===== src/rtl/psoa_sigmoid_sched.sv =====
// psoa_sigmoid_sched: round-robin scheduler sharing one psoa_sigmoid unit among N_REQ requesters.
// Negative operands are folded to |x| before issue and the result is mirrored as ONE_Q - f(|x|).
// Optional build macro PSOA_SCHED_STATS_EN adds the stat_ops / stat_busy counters.
module psoa_sigmoid_sched #(
  parameter int unsigned N_REQ   = 4,
  parameter int unsigned SIG_LAT = 1,
  parameter int unsigned ONE_Q   = 1024
) (
  input  logic                     clk,
  input  logic                     rst_n,
  input  logic                     en,
  input  logic [N_REQ-1:0]         req_valid,
  input  logic [16*N_REQ-1:0]      req_x,
  output logic [N_REQ-1:0]         req_ready,
  output logic [15:0]              sig_x,
  input  logic [15:0]              sig_fx,
  output logic                     rsp_valid,
  output logic [$clog2(N_REQ)-1:0] rsp_id,
  output logic [15:0]              rsp_fx,
  output logic                     idle
`ifdef PSOA_SCHED_STATS_EN
  ,
  output logic [31:0]              stat_ops,
  output logic [31:0]              stat_busy
`endif
);

  localparam int unsigned IdW   = $clog2(N_REQ);
  localparam int unsigned Depth = SIG_LAT + 1;
  localparam logic [15:0] OneQ  = 16'(ONE_Q);

  typedef enum logic [1:0] {StIdle, StRun, StDrain} state_e;

  state_e           state_q, state_d;
  logic [IdW-1:0]   rr_q;
  logic [15:0]      sig_x_q;
  logic [Depth-1:0] tag_vld_q;
  logic [Depth-1:0] tag_neg_q;
  logic [IdW-1:0]   tag_id_q [Depth];
  logic             rsp_valid_q;
  logic [IdW-1:0]   rsp_id_q;
  logic [15:0]      rsp_fx_q;

  logic [15:0]      x_arr [N_REQ];
  logic [N_REQ-1:0] grant;
  logic [IdW-1:0]   idx;
  logic [IdW-1:0]   win_id;
  logic [15:0]      win_x;
  logic [15:0]      abs_x;
  logic             neg_x;
  logic             hs;
  logic             pipe_empty;
  logic [15:0]      fx_clamp;

  for (genvar g = 0; g < int'(N_REQ); g++) begin : g_xsplit
    assign x_arr[g] = req_x[16*g +: 16];
  end

  // Round-robin search from rr+1; scanning farthest-first lets the nearest valid requester win.
  always_comb begin
    grant  = '0;
    idx    = '0;
    win_id = '0;
    for (int k = int'(N_REQ); k >= 1; k--) begin
      idx = IdW'((int'(rr_q) + k) % int'(N_REQ));
      if (req_valid[idx]) begin
        grant      = '0;
        grant[idx] = 1'b1;
        win_id     = idx;
      end
    end
  end

  assign win_x      = x_arr[win_id];
  assign hs         = |(req_valid & req_ready);
  assign pipe_empty = ~|tag_vld_q;

  // Fold the operand onto x >= 0; -32768 has no positive twin and saturates.
  always_comb begin
    neg_x = win_x[15] && (win_x != '0);
    if (win_x == 16'h8000) begin
      abs_x = 16'h7fff;
    end else if (win_x[15]) begin
      abs_x = ~win_x + 16'd1;
    end else begin
      abs_x = win_x;
    end
  end

  // FSM next state plus grant gating and idle indication.
  always_comb begin
    state_d   = state_q;
    req_ready = '0;
    idle      = 1'b0;
    case (state_q)
      StIdle: begin
        idle = pipe_empty;
        if (en) state_d = StRun;
      end
      StRun: begin
        req_ready = grant;
        if (!en) state_d = StDrain;
      end
      StDrain: begin
        if (en) begin
          state_d = StRun;
        end else if (pipe_empty) begin
          state_d = StIdle;
        end
      end
      default: state_d = StIdle;
    endcase
  end

  assign fx_clamp = (sig_fx > OneQ) ? OneQ : sig_fx;

  // State, issue register, tag pipeline and response register.
  always_ff @(posedge clk) begin
    if (!rst_n) begin
      state_q     <= StIdle;
      rr_q        <= IdW'(N_REQ - 1);
      sig_x_q     <= '0;
      tag_vld_q   <= '0;
      tag_neg_q   <= '0;
      for (int i = 0; i < int'(Depth); i++) tag_id_q[i] <= '0;
      rsp_valid_q <= 1'b0;
      rsp_id_q    <= '0;
      rsp_fx_q    <= '0;
    end else begin
      state_q <= state_d;
      if (hs) begin
        rr_q    <= win_id;
        sig_x_q <= abs_x;
      end
      tag_vld_q[0] <= hs;
      tag_neg_q[0] <= hs & neg_x;
      tag_id_q[0]  <= win_id;
      for (int i = 1; i < int'(Depth); i++) begin
        tag_vld_q[i] <= tag_vld_q[i-1];
        tag_neg_q[i] <= tag_neg_q[i-1];
        tag_id_q[i]  <= tag_id_q[i-1];
      end
      // The last tag slot lines up with sig_fx for the operand it describes.
      rsp_valid_q <= tag_vld_q[Depth-1];
      if (tag_vld_q[Depth-1]) begin
        rsp_id_q <= tag_id_q[Depth-1];
        rsp_fx_q <= tag_neg_q[Depth-1] ? (OneQ - fx_clamp) : fx_clamp;
      end
    end
  end

  assign sig_x     = sig_x_q;
  assign rsp_valid = rsp_valid_q;
  assign rsp_id    = rsp_id_q;
  assign rsp_fx    = rsp_fx_q;

`ifdef PSOA_SCHED_STATS_EN
  logic [31:0] stat_ops_q, stat_busy_q;

  // Saturating activity counters.
  always_ff @(posedge clk) begin
    if (!rst_n) begin
      stat_ops_q  <= '0;
      stat_busy_q <= '0;
    end else begin
      if (hs && (stat_ops_q != '1)) stat_ops_q <= stat_ops_q + 32'd1;
      if (!pipe_empty && (stat_busy_q != '1)) stat_busy_q <= stat_busy_q + 32'd1;
    end
  end

  assign stat_ops  = stat_ops_q;
  assign stat_busy = stat_busy_q;
`endif

endmodule


===== config.mk =====
export PLATFORM = sky130hd
export DESIGN_NAME = psoa_sigmoid_sched
export DESIGN_NICKNAME = d
export VERILOG_FILES = /design/src/rtl/psoa_sigmoid_sched.sv
export SDC_FILE = /design/constraint.sdc
export NUM_CORES = 1
export LEC_CHECK = 0
export ABC_AREA = 1
export CAP_MARGIN = 30
export CORE_UTILIZATION = 40
export DETAILED_ROUTE_END_ITERATION = 8
export GPL_TIMING_DRIVEN = 0
export PLACE_DENSITY = 0.74
export SLEW_MARGIN = 20
export SYNTH_ARGS = -nofsm -noshare
export SYNTH_HDL_FRONTEND = slang
export SYNTH_SLANG_ARGS = --single-unit

===== constraint.sdc =====
create_clock -name clk -period 3.8 [get_ports clk]
set_input_delay 1.14 -clock clk [delete_from_list [all_inputs] [get_ports clk]]
set_output_delay 1.14 -clock clk [all_outputs]
set_load 0.01 [all_outputs]

# == Word-level counts from Yosys, hierarchy flattened ==
# Memory sizes are Yosys's and may differ from the RTL's. A register that Yosys moved wholly into a read port is not among the register bits.
# Cells that the tools add are included.
# classes
n_eq_ne,6
add_sub_neg,6
magnitude_cmp,10
reduce_logical,12
bitwise,6
muxes,42
# op_table
operator,count
$mux 16,6
$bmux 16 s2,1
$mux 2,10
$mux 4,5
$add 16x1->16 const B,1
$eq 16x16->1 const B,1
$gt 16x11->1 const B,1
$not 16->16,1
$reduce_bool 16->1,1
$sub 11x16->16 const A,1
$lt 2x3->1 const B,4
$mux 1,11
$bmux 1 s2,4
$demux 1 s2,4
$ge 2x1->1 const B,4
$pmux 2 s3,1
$logic_and 1x1->1,5
$add 2x1->2 const B,2
$add 2x2->2 const B,2
$and 4x4->4,1
$ne 2x2->1 const B,2
$reduce_or 4->1,1
$ge 3x3->1 const B,1
$ne 3x3->1 const B,1
other kinds (9),11
# totals
mem_count,1
ram_bits,4
out_inout_bits,40
register_bits,41
word_cells,90
in_bits,87
# memory_table
memory,words,word_bits,rd,rd_ports_with_merged_regs,wr,line_no,text
tag_id_q,2,2,2,1,2,39,logic [IdW-1:0] tag_id_q [Depth];

# == Depth between registers and ports, before layout ==
# logic_depth
ltp_word,15
depth_mapped,22
depth_no_buf,21

# == Worst setup path after synthesis ==
# OpenSTA, ideal clock, no wires.
# synth_timing
path_type,input to output
from,input req_valid[0]
to,output req_ready[2]
cell_stages,9
n_path_buf,0
required_time_ns,2.660
t_arrival_ns,2.011
path_slack_ns,0.649
path_cell_list,inv_1 -> nand2_1 -> nand3_2 -> nand3_2 -> o21ai_0 -> o21ai_0 -> nand2_1 -> nand2_1 -> nor2_1
# synth_between
elab_chain_len,7
elab_cells_between_ends,13
cone_classes,13 x mux
# synth_rtl
item,line_no,text
"start, declared",12,"input logic [N_REQ-1:0] req_valid,"
$bmux 1 s2,66,if (req_valid[idx]) begin
$mux 1 (not written as such),66,
$mux 4 (3 in series),66,
$mux 4 (*),66,
$mux 4 (*),95,case (state_q)
"end, declared",14,"output logic [N_REQ-1:0] req_ready,"
# Mark *: on every way between the ends. The rest lies on a longest branch, timed or not. The select of a mux whose other input is x is not followed.

# == Worst setup path in the final report ==
# layout_timing
from,input req_valid[2]
to,output req_ready[3]
# The elaborated chain is that of the path after synthesis.

==> results.yml <==
final_layout:
  seq_area_um2: 943
  drive_gt1_frac: 0.152
  nets: 765
  nFillCells: 774
  antenna_cells: 0
  syn2layout_area_growth_pct: 47.0
  multi_input_area_um2: 2260
worst_setup_path:
  crit_path_end_kind: "output port"
  required_ns: 2.66
  r2r_cells: 21
  crit_arrival_ns: 2.47
  start_kind: "input port"
  critical_path_class: "in -> out"
  path_max_fanout: 5
cts:
  clk_pin_slew_ns: 0.09
  cts.sinks: 47
  cts_tree: "done"
  clockRootBuffer: "clkbuf_8"
  cts_made_buffers: 5
  clk_latency_ns: 0.29
  clockBufferDepth: 2
  cts.htree.levels: 2
logic_synthesis:
  ys.warnings.count: 0
  synth_edf_count: 0
  syn_nets: 627
  ys_ff_latch: 47
  ys_top_cells_by_count: "nand2_1, nand3_1, nor2_1"
  synth_area_leaders: "dfxtp_1, nand2_1, nand3_1"
  syn-instance-count: 530
  synth_top_area_cell: "dfxtp_1"
  synth.most_common_cell: "nand2_1"
  async_flop_share: 0
  avgSynthCellArea_um2: 6.53
  synthDistinctLibCells: 36
  yosysSeqAreaShare: 0.272
  syn_area_um2: 3460
  yosysTopAreaCellShare: 0.272
  ys.flop_type: "dfxtp_1"
drt:
  route.detailed.drc: 0
  drt_iter0_drc: 201
  routed_wl_um: 9910
  vias: 3891
  wl_per_cell_um: 12.8
  dr.pass1.iters: 5
  ant_nets: 0
  vias_per_cell: 5.03
timing:
  skew_ns: 0.00619
  hold_viol_final: 0
  timing.final.crit_share: 0.949
  setup_ws_ns: 0.194
  setup_viol: 0
  rsz0062_at_grt: "no"
  worst_pin_slew_ns: 0.479
  timing.fmax_mhz: 277
  slew_headroom: 0.681
  drv_slew: 0
  fin_crit_ns: 3.61
power_and_ir_drop:
  vdd_drop_max_uv: 460
  power_mw: 4.58
  power.leakage_nw: 2.26
  powerDensity_nw_per_um2: 901
min_path:
  min_path_type: "reg -> reg"
  whs_path_depth: 2
floorplanning:
  coreArea_um2: 8300
  dieArea_um2: 9030
  die_w_um: 95
  fp-row-count: 33
  pin_count: 127
  start_util: 0.417
  die_y_um: 95
grt:
  grt_use_met2: 0.399
  antenna_found_initial: 0
  gr-max-usage-layer: "met2"
  grtUsageMet1: 0.285
  grt-ovfl-total: 0
  met3_usage: 0.0217
  grt_pass1_vias: 3581
  grt_usage: 0.224
  grt_pass1_wl_um: 16200
  grt_max_degree: 15
placement:
  io_buffers: 126
  dp_hpwl_um: 8020
  gp_congestion: 0.913
  place_ws_ns: -0.501
run_status:
  outcome: "finished, final reports clean"
flow_run:
  cap_violations: 0
-- through the flow --
step	hold slack, ns	std cells	TNS, ns	utilization	instance area [um^2]
after global routing	0.436	774	0	0.613	5080
after global placement	0.391	761	-1.98	0.585	4850
final	0.421	774	0	0.613	5080
after detailed placement	0.400	761	-2.86	0.585	4850
after floorplan	0.390	530	0	-	3460
after CTS	0.420	774	-0.00864	0.608	5040
-- worst paths after layout --
check	start	end	slack (ns)
max reg2reg	rr_q[1]	sig_x[8]	0.38
min	tag_id_q[0][0]	tag_id_q[1][0]	0.42
max	req_valid[2]	req_ready[3]	0.19
min reg2reg	tag_id_q[0][0]	tag_id_q[1][0]	0.42
-- critical path, cell delays in order --
cell and delay, ns:
dlygate4sd2_1 0.26, inv_2 0.07, nand2_1 0.11, nand3_4 0.12, nand2_4 0.09, a21oi_1 0.14, o21ai_1 0.08, a22oi_1 0.21
nor2_1 0.10, buf_2 0.15
-- cell type report --
cell class                 instances  area share
inverter                          55      0.0428
timing repair buffer             131       0.253
sequential                        47       0.186
buffer                            18      0.0229
clock inverter                     2      0.0118
tap                              105      0.0258
clock buffer                       6      0.0143
multi-input combinational        410       0.444
-- flip-flops by register name, summed over array words and instances, names as in the netlist --
| signal | flops |
|---|---|
| tag_vld_q | 2 |
| rsp_id | 2 |
| state_q | 2 |
| tag_id_q | 4 |
| sig_x | 16 |
| rr_q | 2 |
| rsp_valid | 1 |
| tag_neg_q | 2 |
| rsp_fx | 16 |
-- where the power goes --
group          total (mW)  internal [mW]  leakage, nW  switching (mW)
sequential          0.688          0.607        0.382          0.0807
clock               0.420          0.263       0.0654           0.158
combinational        3.47           1.30         1.81            2.18
-- repair_timing --
| item | in CTS | in global routing |
|---|---|---|
| pin swaps | 9 | 4 |
| setup buffers | 5 | 0 |
| resized for setup | 33 | 14 |
| setup endpoints to repair | 4 | 20 |
| hold buffers | 0 | 0 |
-- layer usage --
layer | routed length (um) | vias up
met1 | 4350 | 1713
met2 | 4740 | 167
met3 | 660 | 14
met5 | 0 | -
li1 | - | 1997
met4 | 157 | 0
-- kinds of logic after synthesis --
logic type	count (synthesis)	synth area share
compound gates	84	0.137
xor+xnor	11	0.0278
fa+ha+maj	10	0.0362
simple gates	305	0.431
buf+inv	73	0.0958
flops	47	0.272
-- cells in the final DEF (no fill, tap or decap), types with 8 or more instances in the layout --
cell,count
nor2_1,55
nand2_1,132
o21ai_0,35
nand3_1,56
a21oi_2,10
dfxtp_1,45
a21oi_1,23
clkbuf_1,9
inv_1,44
clkdlybuf4s50_1,118
nand2_2,22
nand2_4,8
ha_1,10
Note: power is estimated with default switching activity, not from simulation.
